$ cat src/rtl/elevador_pkg.sv
// Shared types and helpers for the elevator motion/door controller.
package elevador_pkg;

   localparam int N_ANDARES  = 16;
   localparam int LARG_ANDAR = 4;

   typedef enum logic [1:0] {
      IDLE,
      MOVE,
      DOOR
   } estado_t;

   typedef enum logic {
      UP,
      DOWN
   } direcao_t;

   // Bit i set when floor i lies strictly above 'andar'
   function automatic logic [N_ANDARES-1:0] mascara_acima(input logic [LARG_ANDAR-1:0] andar);
      logic [N_ANDARES-1:0] m;
      for (int i = 0; i < N_ANDARES; i++) begin
         m[i] = (i > int'(andar));
      end
      return m;
   endfunction

   // Bit i set when floor i lies strictly below 'andar'
   function automatic logic [N_ANDARES-1:0] mascara_abaixo(input logic [LARG_ANDAR-1:0] andar);
      logic [N_ANDARES-1:0] m;
      for (int i = 0; i < N_ANDARES; i++) begin
         m[i] = (i < int'(andar));
      end
      return m;
   endfunction

endpackage

$ cat src/rtl/temporizador.sv
// Loadable down-counter; saturates at zero. Shared by travel and door dwell timing.
module temporizador #(
   parameter int LARGURA = 4
) (
   input  logic               clk,
   input  logic               rst,
   input  logic               i_load,
   input  logic [LARGURA-1:0] i_valor,
   output logic               o_zero
);

   logic [LARGURA-1:0] r_contagem;

   // Load has priority; otherwise count down and hold at zero
   always_ff @(posedge clk) begin
      if (rst) begin
         r_contagem <= '0;
      end else if (i_load) begin
         r_contagem <= i_valor;
      end else if (r_contagem != '0) begin
         r_contagem <= r_contagem - 1'b1;
      end
   end

   assign o_zero = (r_contagem == '0);

endmodule

$ cat src/rtl/controle_elevador.sv
// SCAN motion and door controller for a 16-floor car.
module controle_elevador
   import elevador_pkg::*;
#(
   parameter int T_VIAGEM = 8,
   parameter int T_PORTA  = 16
) (
   input  logic                  clk,
   input  logic                  rst,
   input  logic [N_ANDARES-1:0]  pedidos,
   output logic [LARG_ANDAR-1:0] andaratual,
   output logic                  clear,
   output logic                  pare,
   output logic                  porta_aberta,
   output logic                  subindo,
   output logic                  descendo
);

   localparam int T_MAX     = (T_VIAGEM > T_PORTA) ? T_VIAGEM : T_PORTA;
   localparam int LARG_TEMP = $clog2(T_MAX);
   localparam logic [LARG_TEMP-1:0] CARGA_VIAGEM = LARG_TEMP'(T_VIAGEM - 1);
   localparam logic [LARG_TEMP-1:0] CARGA_PORTA  = LARG_TEMP'(T_PORTA - 1);
   localparam logic [LARG_ANDAR-1:0] ANDAR_TOPO  = LARG_ANDAR'(N_ANDARES - 1);

   estado_t               r_estado;
   direcao_t              r_dir;
   logic [LARG_ANDAR-1:0] r_andar;
   logic                  r_clear;
   logic                  r_pare;
   logic                  r_porta;
   logic                  r_sub;
   logic                  r_des;
   logic                  r_ped_ant;

   logic                  w_acima;
   logic                  w_abaixo;
   logic                  w_ped_atual;
   logic [LARG_ANDAR-1:0] w_prox_andar;
   logic                  w_ped_prox;
   logic                  w_acima_prox;
   logic                  w_abaixo_prox;
   logic                  w_resta_dir;
   logic                  w_vai_subir;
   logic                  w_reacende;
   logic                  w_load;
   logic [LARG_TEMP-1:0]  w_valor;
   logic                  w_zero;

   assign w_acima       = |(pedidos & mascara_acima(r_andar));
   assign w_abaixo      = |(pedidos & mascara_abaixo(r_andar));
   assign w_ped_atual   = pedidos[r_andar];
   assign w_ped_prox    = pedidos[w_prox_andar];
   assign w_acima_prox  = |(pedidos & mascara_acima(w_prox_andar));
   assign w_abaixo_prox = |(pedidos & mascara_abaixo(w_prox_andar));
   assign w_resta_dir   = (r_dir == UP) ? w_acima_prox : w_abaixo_prox;
   assign w_vai_subir   = ((r_dir == UP) && w_acima) || ((r_dir == DOWN) && !w_abaixo && w_acima);
   // Only a 1->0->1 transition counts as a new press; the stale 1 after clear is ignored
   assign w_reacende    = w_ped_atual && !r_ped_ant;

   // Floor reached at the end of the current travel period, saturated at both ends
   always_comb begin
      w_prox_andar = r_andar;
      if ((r_dir == UP) && (r_andar != ANDAR_TOPO)) begin
         w_prox_andar = r_andar + 1'b1;
      end else if ((r_dir == DOWN) && (r_andar != '0)) begin
         w_prox_andar = r_andar - 1'b1;
      end
   end

   // Timer load requests, mirroring the transitions taken by the FSM below
   always_comb begin
      w_load  = 1'b0;
      w_valor = CARGA_VIAGEM;
      unique case (r_estado)
         IDLE: begin
            if (w_ped_atual) begin
               w_load  = 1'b1;
               w_valor = CARGA_PORTA;
            end else if (w_vai_subir || w_abaixo) begin
               w_load = 1'b1;
            end
         end
         MOVE: begin
            if (w_zero) begin
               if (w_ped_prox) begin
                  w_load  = 1'b1;
                  w_valor = CARGA_PORTA;
               end else if (w_resta_dir) begin
                  w_load = 1'b1;
               end
            end
         end
         DOOR: begin
            if (w_reacende) begin
               w_load  = 1'b1;
               w_valor = CARGA_PORTA;
            end
         end
         default: ;
      endcase
   end

   temporizador #(
      .LARGURA (LARG_TEMP)
   ) u_temporizador (
      .clk     (clk),
      .rst     (rst),
      .i_load  (w_load),
      .i_valor (w_valor),
      .o_zero  (w_zero)
   );

   // Main FSM: state, direction, floor and registered status outputs
   always_ff @(posedge clk) begin
      if (rst) begin
         r_estado  <= IDLE;
         r_dir     <= UP;
         r_andar   <= '0;
         r_clear   <= 1'b0;
         r_pare    <= 1'b1;
         r_porta   <= 1'b0;
         r_sub     <= 1'b0;
         r_des     <= 1'b0;
         r_ped_ant <= 1'b0;
      end else begin
         r_clear <= 1'b0;
         unique case (r_estado)
            IDLE: begin
               if (w_ped_atual) begin
                  r_estado  <= DOOR;
                  r_clear   <= 1'b1;
                  r_porta   <= 1'b1;
                  r_ped_ant <= 1'b1;
               end else if (w_vai_subir) begin
                  r_estado <= MOVE;
                  r_dir    <= UP;
                  r_pare   <= 1'b0;
                  r_sub    <= 1'b1;
                  r_des    <= 1'b0;
               end else if (w_abaixo) begin
                  r_estado <= MOVE;
                  r_dir    <= DOWN;
                  r_pare   <= 1'b0;
                  r_sub    <= 1'b0;
                  r_des    <= 1'b1;
               end
            end
            MOVE: begin
               if (w_zero) begin
                  r_andar <= w_prox_andar;
                  if (w_ped_prox) begin
                     r_estado  <= DOOR;
                     r_clear   <= 1'b1;
                     r_porta   <= 1'b1;
                     r_pare    <= 1'b1;
                     r_sub     <= 1'b0;
                     r_des     <= 1'b0;
                     r_ped_ant <= 1'b1;
                  end else if (!w_resta_dir) begin
                     // Nothing ahead: stop and let IDLE decide whether to reverse
                     r_estado <= IDLE;
                     r_pare   <= 1'b1;
                     r_sub    <= 1'b0;
                     r_des    <= 1'b0;
                  end
               end
            end
            DOOR: begin
               r_ped_ant <= w_ped_atual;
               if (w_reacende) begin
                  r_clear <= 1'b1;
               end else if (w_zero) begin
                  r_estado <= IDLE;
                  r_porta  <= 1'b0;
               end
            end
            default: begin
               r_estado <= IDLE;
               r_pare   <= 1'b1;
               r_porta  <= 1'b0;
               r_sub    <= 1'b0;
               r_des    <= 1'b0;
            end
         endcase
      end
   end

   assign andaratual   = r_andar;
   assign clear        = r_clear;
   assign pare         = r_pare;
   assign porta_aberta = r_porta;
   assign subindo      = r_sub;
   assign descendo     = r_des;

endmodule
$ cat config.mk
export PLATFORM = sky130hd
export DESIGN_NAME = controle_elevador
export DESIGN_NICKNAME = d
export VERILOG_FILES = /design/src/rtl/elevador_pkg.sv /design/src/rtl/temporizador.sv /design/src/rtl/controle_elevador.sv
export SDC_FILE = /design/constraint.sdc
export NUM_CORES = 1
export LEC_CHECK = 0
export CAP_MARGIN = 5
export CORE_MARGIN = 2
export CORE_UTILIZATION = 57
export CTS_CLUSTER_DIAMETER = 60
export CTS_CLUSTER_SIZE = 30
export DETAILED_ROUTE_END_ITERATION = 6
export HOLD_SLACK_MARGIN = 0.1
export PLACE_DENSITY = 0.78
export SLEW_MARGIN = 20
export SYNTH_ARGS = -nofsm -noshare
export SYNTH_HDL_FRONTEND = slang
export SYNTH_HIERARCHICAL = 1
export SYNTH_SLANG_ARGS = --single-unit
$ cat constraint.sdc
create_clock -name clk -period 4.5 [get_ports clk]
set_input_delay 0.675 -clock clk [delete_from_list [all_inputs] [get_ports clk]]
set_output_delay 0.675 -clock clk [all_outputs]
set_load 0.05 [all_outputs]
---- Word level (Yosys, flattened, before mapping) ----
Index checks and enable logic that the tools add are counted.
storage, ports and cells
  register bits after elaboration ......... 17
  bits of input ports ..................... 18
  output and inout port bits .............. 9
  word-level logic and storage cells ...... 179
cells by class
  add/subtract/negate cells ............... 3
  magnitude comparators ................... 62
  equality and inequality tests ........... 12
  multiplexer cells ....................... 58
  bitwise gates (word level) .............. 7
  reductions and logical operators ........ 27
operators by type and width
  cell                   count
  $gt A4 B4 Y1 const A   16
  $reduce_or A16 Y1      4
  $lt A4 B4 Y1 const A   14
  $and A16 B15 Y16       2
  $and A16 B16 Y16       2
  $gt A3 B4 Y1 const A   8
  $lt A3 B4 Y1 const A   8
  $mux W4                8
  $mux W1                31
  $pmux W1 S3            7
  $gt A2 B4 Y1 const A   4
  $lt A1 B4 Y1 const A   4
  $lt A2 B4 Y1 const A   4
  $mux W2                8
  $reduce_and A5 Y1      3
  $pmux W4 S3            1
  $lt A4 B5 Y1 const B   2
  $bmux W1 S4            2
  $gt A1 B4 Y1 const A   2
  $ne A2 B2 Y1 const B   4
  $ne A4 B4 Y1 const B   2
  $reduce_bool A4 Y1     2
  $sub A4 B1 Y4 const B  2
  $logic_and A1 B1 Y1    6
  16 further kinds       23

---- Longest topological paths before layout ----
Gate-level depths: netlist of run 1.
  word-level depth ........................ 13
  mapped depth ............................ 16
  mapped depth without buffers ............ 13

---- By module ----
The synthesis of run 1 kept the hierarchy.
by module, submodules not included
  module             instances  cells an instance  area an instance (um2)  seq. area each (um2)
  controle_elevador  1          276                2016.9                  260.2
  temporizador       1          24                 229.0                   80.1

---- Worst setup path after synthesis of run 1 ----
Ideal clock, no wire load.
  path type ............................... register -> register
  start ................................... register r_andar[0] (netlist: andaratual[0])
  end ..................................... register u_temporizador.r_contagem[3]
  library setup time ...................... 0.092 ns
  data arrival time ....................... 4.006 ns
  data required time ...................... 4.408 ns
  setup slack ............................. 0.402 ns
  stages on the path, launching flop included .. 16
  path buffers ............................ 2
  clock period less this slack ............ 4.098 ns
  path through ............................ dfxtp_1 -> buf_4 -> inv_1 -> ha_1 -> nand4bb_1 -> buf_2 -> a21oi_4 -> nor2_2 -> mux4_2 -> nor3b_2 -> a211oi_4 -> o21ai_2 -> a31oi_1 -> o31ai_1 -> or2_2 -> o32ai_1
on the way
  elaborated cells on any way between the ends .. 102
  those cells by class .................... add/sub: 2; order compare: 60; eq/ne: 1; mux: 20; bitwise: 4; reduce/logical: 15
RTL lines
  what                                                   RTL line                  RTL
  from (decl)                                            controle_elevador.sv:27   logic [LARG_ANDAR-1:0] r_andar;
  from (signal assigned)                                 controle_elevador.sv:150  r_andar <= w_prox_andar;
  branches (longest 8 deep; another with $sub A4 B1 Y4)  -
  $pmux W4 S3 *                                          controle_elevador.sv:74   unique case (r_estado)
  via w_valor[3]                                         controle_elevador.sv:46   logic [LARG_TEMP-1:0] w_valor;
  $mux W4 *                                              temporizador.sv:18        end else if (i_load) begin
  to (signal assigned)                                   temporizador.sv:19        r_contagem <= i_valor;
  to (signal assigned)                                   temporizador.sv:21        r_contagem <= r_contagem - 1'b1;
  to (decl)                                              temporizador.sv:12        logic [LARGURA-1:0] r_contagem;
Mark *: on every way through the listed nets, which the timed path passes. The select of a mux whose other input is x is not followed.
A chain may end at the register's enable or synchronous reset.

---- Worst setup path after layout of run 1 ----
  start ................................... register r_andar[1] (netlist: andaratual[1])
  end ..................................... register u_temporizador.r_contagem[3]
Same word-level chain as after synthesis.

==> flow_metrics.env, run 1 <==
export IMPL_grt_pass1_wl_microns=12100
export IMPL_finalSetupViolCount=0
export IMPL_holdBufCountCts=0
export IMPL_layout_common_cells="a21oi_1 (33), clkdlybuf4s50_1 (26), nand2_1 (21)"
export IMPL_synth_enable_flop_cells=0
export IMPL_layout_drive_gt1_share_pct=13.1
export IMPL_dr_wl_met3_microns=911
export IMPL_maxCapViolations=0
export IMPL_finalClockSkew_ns=0.00316
export IMPL_layout_setup_ws_ns=0.394
export IMPL_grt_max_degree=20
export IMPL_hpwlAfterDp_microns=5570
export IMPL_arrival_ns=4.27
export IMPL_viasPerCell=7.07
export IMPL_drt_met1_wl_microns=3070
export IMPL_wl_microns=7500
export IMPL_grtUsageTotal_pct=36.1
export IMPL_fp_coreArea_sq_um=3720
export IMPL_cp_slowest_cell="dfxtp_1"
export IMPL_antenna_left=0
export IMPL_slew_viol_final=0
export IMPL_outcome="completed"
export IMPL_fillers=326
export IMPL_fp_dieW_microns=66.8
export IMPL_yosys_warnings=6
export IMPL_fin_setup_tns_ns=0
export IMPL_p_leak_uw=0.000905
export IMPL_slew_headroom_pct=51.2
export IMPL_io_buffer_count=26
export IMPL_worstHoldPathType="reg -> reg"
export IMPL_num_vias=2607
export IMPL_grt_overflow_total=0
export IMPL_clk_path_buf_depth=2
export IMPL_die_h_microns=66.8
export IMPL_start_util_pct=60.4
export IMPL_cts_max_level=1
export IMPL_numCtsBuffers=3
export IMPL_area_growth_pct=15.7
export IMPL_rows=22
export IMPL_route_detailed_drc=0
export IMPL_synth_distinct_cells=70
export IMPL_place_inst=365
export IMPL_end_kind="register"
export IMPL_antenna_found_initial=0
export IMPL_clock_sinks=17
export IMPL_cts_tree="built"
export IMPL_initialDrtViolationCount=417
export IMPL_cp_top_family="compound AO/OA/AOI/OAI gates"
export IMPL_async_flop_share_pct=0
export IMPL_io_pins=27
export IMPL_cp_max_fo=12
export IMPL_wl_per_cell_microns=20.3
export IMPL_ctsResizeCount=0
export IMPL_drt_pass1_iterations=5
export IMPL_synthFlopType="dfxtp_1"
export IMPL_synth_seq_area_share_pct=15.2
export IMPL_cp_start_kind="register"
export IMPL_cp_num_buf_inv=0
export IMPL_root_buffer="clkbuf_8"
export IMPL_fin_crit_sh_pct=91.2
export IMPL_grt_pass1_vias=2296
export IMPL_critical_path_max_stage_delay_ns=0.61
export IMPL_ir_drop_uv=413
export IMPL_final_common_cell="a21oi_1"
export IMPL_clkSlewWorstSetupHoldPaths_ns=0.07
export IMPL_die_area_sq_um=4460
export IMPL_clkLatencyLatePin_ns=0.26
export IMPL_tightest_slew_ns=0.731
export IMPL_gp_congestion=1.01
export IMPL_rsz0062_at_grt="false"
export IMPL_worstSetupPathType="reg -> reg"
export IMPL_ys_ff_latch=17
export IMPL_top_layer_used="met4"
export IMPL_total_power_uw=1190
export IMPL_postSynthCellCount=300
export IMPL_post_cts_setup_buffers=0
export IMPL_syn_area_sq_um=2250
export IMPL_synth_avg_cell_area_sq_um=7.49
export IMPL_place_ws_ns=0.516
export IMPL_instances_no_fill=369
export IMPL_dr_wl_met2_microns=3200
export IMPL_period_needed_ns=4.11
export IMPL_powerDensity_nw_per_um2=458
export IMPL_n_antenna_cell=0
export IMPL_worstPathRequired_ns=4.66
export IMPL_hold_viol=0
export IMPL_path_cells="ha_1 -> nand4b_1 -> a21oi_4 -> nor2_2 -> mux4_2 -> nor3b_2 -> a211oi_4 -> o21ai_2 -> a31oi_1 -> o31ai_1 -> or2_2 -> o32ai_1"
export IMPL_clock_fmax_mhz=244
export IMPL_nNetsFinal=345
## synthesized netlist by cell type, drive strengths merged, types with 4 or more instances
cell | n | area, sq um
nor2b | 7 | 43.8
inv | 14 | 52.6
nand4 | 4 | 25.0
dfxtp | 17 | 340
a21o | 5 | 37.5
nand2b | 5 | 31.3
a211oi | 10 | 87.6
ha | 5 | 62.6
nor2 | 20 | 80.1
clkbuf | 12 | 46.3
buf | 11 | 65.1
a21boi | 6 | 45.1
a31oi | 4 | 25.0
nand3 | 6 | 30.0
nor3 | 8 | 45.0
xnor2 | 5 | 51.3
mux4 | 5 | 113
o31ai | 5 | 51.3
nand2 | 21 | 78.8
nor3b | 4 | 51.3
o21a | 5 | 37.5
o22ai | 6 | 37.5
a221oi | 5 | 43.8
a21oi | 34 | 181
a22oi | 4 | 30.0
o21ai | 23 | 130
a311o | 5 | 50.1
## final timing paths
check / slack [ns] / cells past startpoint / from / end
hold / removal: 0.47 / 1 / porta_aberta / porta_aberta
setup / recovery: 0.39 / 12 / andaratual[1] / u_temporizador/r_contagem[3]
setup reg to reg: 0.39 / 12 / andaratual[1] / u_temporizador/r_contagem[3]
hold reg to reg: 0.47 / 1 / porta_aberta / porta_aberta
## per-stage QoR
| stage | hold slack [ns] | cell area (sq um) | util (%) |
|---|---|---|---|
| after floorplan | 0.537 | 2250 | - |
| after global placement | 0.454 | 2550 | 68.7 |
| after detailed placement | 0.458 | 2550 | 68.7 |
| after CTS | 0.478 | 2600 | 69.9 |
| after global routing | 0.498 | 2600 | 69.9 |
| final | 0.474 | 2600 | 69.9 |
## kinds of logic (layout without fill, tap and decap cells)
| logic type | after synthesis | in the layout | share of synthesized area (%) |
|---|---|---|---|
| multiplexers | 9 | 9 | 6.96 |
| AND/OR/NAND/NOR | 95 | 95 | 24.0 |
| flip-flops | 17 | 17 | 15.2 |
| adder cells (fa/ha/maj) | 5 | 5 | 2.79 |
| buffers and inverters | 37 | 56 | 7.30 |
| AO/OA/AOI/OAI | 131 | 131 | 41.4 |
| XOR/XNOR | 5 | 5 | 2.28 |
| other | 1 | 3 | 0.167 |
## power breakdown
| part | leakage (uW) | total (uW) | switching, uW | internal [uW] |
|---|---|---|---|---|
| clock | 0.0000255 | 115 | 53.6 | 61.5 |
| combinational | 0.000739 | 807 | 472 | 335 |
| sequential | 0.000140 | 269 | 70.4 | 198 |
| total | 0.000905 | 1190 | 596 | 595 |
## area by class of cell
class                   count  area [sq um]  share of cell area, %
inverters                  14          52.6                   2.02
flip-flops and latches     17           340                   13.1
clock inverters             1          5.00                  0.193
multi-input cells         248          1750                   67.3
clock buffers               3          41.3                   1.59
well taps                  48          60.1                   2.31
repair buffers             38           350                   13.5
## routing by layer
| metal | up-vias | global-route usage [%] |
|---|---|---|
| met5 | - | 0 |
| met4 | 0 | 13.8 |
| met3 | 35 | 11.0 |
| met2 | 189 | 52.5 |
| met1 | 1196 | 49.8 |
| li1 | 1187 | - |
## registers in the layout (all words and copies together), names as in the netlist
register                   flops
u_temporizador/r_contagem      4
r_ped_ant                      1
descendo                       1
porta_aberta                   1
pare                           1
r_dir                          1
subindo                        1
r_estado                       2
andaratual                     4
clear                          1
Note: power is estimated with default switching activity, not from simulation.
==> run 2, diff against run 1 <==
clock period = 4.2 ns   (was 4.5 ns; I/O delays follow)
==> flow_metrics.env, run 2 (synthesized netlist as in run 1, its figures left out) <==
export IMPL_layout_setup_ws_ns=0.338
export IMPL_antenna_left=0
export IMPL_start_util_pct=60.4
export IMPL_cts_max_level=1
export IMPL_clk_path_buf_depth=2
export IMPL_numCtsBuffers=3
export IMPL_wl_per_cell_microns=19.8
export IMPL_antenna_found_initial=0
export IMPL_clkLatencyLatePin_ns=0.25
export IMPL_ir_drop_uv=434
export IMPL_fp_coreArea_sq_um=3720
export IMPL_rsz0062_at_grt="false"
export IMPL_grt_max_degree=20
export IMPL_grt_pass1_wl_microns=11800
export IMPL_n_antenna_cell=0
export IMPL_ctsResizeCount=0
export IMPL_r2r_end="u_temporizador/r_contagem[3]"
export IMPL_worstPathRequired_ns=4.37
export IMPL_cp_max_fo=12
export IMPL_period_needed_ns=3.86
export IMPL_maxCapViolations=0
export IMPL_min_from="porta_aberta"
export IMPL_finalClockSkew_ns=0.00194
export IMPL_grt_pass1_vias=2284
export IMPL_p_leak_uw=0.000935
export IMPL_clock_sinks=17
export IMPL_drt_pass1_iterations=5
export IMPL_gp_congestion=1.08
export IMPL_rows=22
export IMPL_wl_microns=7410
export IMPL_nNetsFinal=351
export IMPL_ff2ff_path_depth=13
export IMPL_holdBufCountCts=0
export IMPL_cts_tree="built"
export IMPL_clkSlewWorstSetupHoldPaths_ns=0.07
export IMPL_die_h_microns=66.8
export IMPL_finalSetupViolCount=0
export IMPL_arrival_ns=4.03
export IMPL_viasPerCell=7.00
export IMPL_hpwlAfterDp_microns=5560
export IMPL_cp_start_kind="register"
export IMPL_powerDensity_nw_per_um2=480
export IMPL_grtUsageTotal_pct=35.5
export IMPL_holdPathEnd="porta_aberta"
export IMPL_route_detailed_drc=0
export IMPL_place_ws_ns=0.420
export IMPL_outcome="completed"
export IMPL_end_kind="register"
export IMPL_fin_util_pct=71.1
export IMPL_fin_setup_tns_ns=0
export IMPL_post_cts_setup_buffers=0
export IMPL_fin_crit_sh_pct=92.0
export IMPL_tightest_slew_ns=0.648
export IMPL_layout_common_cells="a21oi_1 (33), clkdlybuf4s50_1 (26), nand2_1 (21)"
export IMPL_rrSetupSlack_ns=0.34
export IMPL_fp_dieW_microns=66.8
export IMPL_io_buffer_count=26
export IMPL_io_pins=27
export IMPL_worstSetupPathType="reg -> reg"
export IMPL_r2r_start="andaratual[1]"
export IMPL_num_vias=2626
export IMPL_area_growth_pct=17.7
export IMPL_slew_headroom_pct=56.4
export IMPL_die_area_sq_um=4460
export IMPL_hold_viol=0
export IMPL_initialDrtViolationCount=334
export IMPL_slew_viol_final=0
export IMPL_layout_drive_gt1_share_pct=14.7
export IMPL_grt_overflow_total=0
export IMPL_worstHoldPathCells=1
export IMPL_final_common_cell="a21oi_1"
export IMPL_clock_fmax_mhz=259
export IMPL_root_buffer="clkbuf_8"
export IMPL_worstHoldPathType="reg -> reg"
run 2: changes by cell type in the layout (fill, tap and decap cells not counted):
cell   before  now
buf_4      12   18
run 2: metal layers:
layer | vias up | wire length (microns) | global-route usage (%) | part of all wire [%]
met5 | - | 0 | 0 | 0
li1 | 1197 | - | - | -
met4 | 0 | 211 | 12.2 | 2.8
met1 | 1203 | 3080 | 51.1 | 42
met3 | 26 | 1050 | 9.80 | 14
met2 | 200 | 3070 | 50.1 | 41
run 2: how the worst max path moves through the flow:
stage / slack, ns / endpoint / start / cells after the start
6_report: 0.34 / u_temporizador/r_contagem[3] / andaratual[1] / 13
5_1_grt: 0.06 / u_temporizador/r_contagem[3] / andaratual[1] / 13
4_1_cts: 0.39 / u_temporizador/r_contagem[3] / andaratual[1] / 13
3_5_place_dp: 0.42 / u_temporizador/r_contagem[3] / andaratual[1] / 13
3_3_place_gp: 0.52 / u_temporizador/r_contagem[3] / andaratual[1] / 14
2_1_floorplan: 0.10 / u_temporizador/r_contagem[3] / andaratual[0] / 15
run 2: power by group:
part	internal (uW)	switching, uW
sequential	213	69.3
combinational	361	506
clock	65.8	54.5
total	639	630
run 2: layout make-up:
| cell class | instances | area [sq um] |
|---|---|---|
| multi-input combinational | 248 | 1750 |
| timing repair buffer | 44 | 395 |
| clock buffer | 3 | 41.3 |
| tap | 48 | 60.1 |
| clock inverter | 1 | 5.00 |
| fill | 328 | 1070 |
| sequential | 17 | 340 |
| inverter | 14 | 52.6 |
run 2: critical path, stage by stage (launching register included):
cell      delay [ns]
dfxtp_1         0.53
ha_1            0.51
nand4b_1        0.35
a21oi_4         0.32
nor2_2          0.08
buf_4           0.19
a211oi_1        0.25
o31ai_1         0.16
a211oi_4        0.37
o21ai_2         0.10
a31oi_1         0.16
o31ai_1         0.18
or2_2           0.36
o32ai_1         0.20
run 2: through the flow:
stage               cells  cell area, sq um  hold slack [ns]  power [uW]
detailed placement    371              2600            0.461        1120
global placement      371              2600            0.455        1110
CTS                   375              2640            0.482        1250
finish                375              2640            0.479        1270
floorplan             302              2250            0.537         910
global route          375              2640            0.500        1350
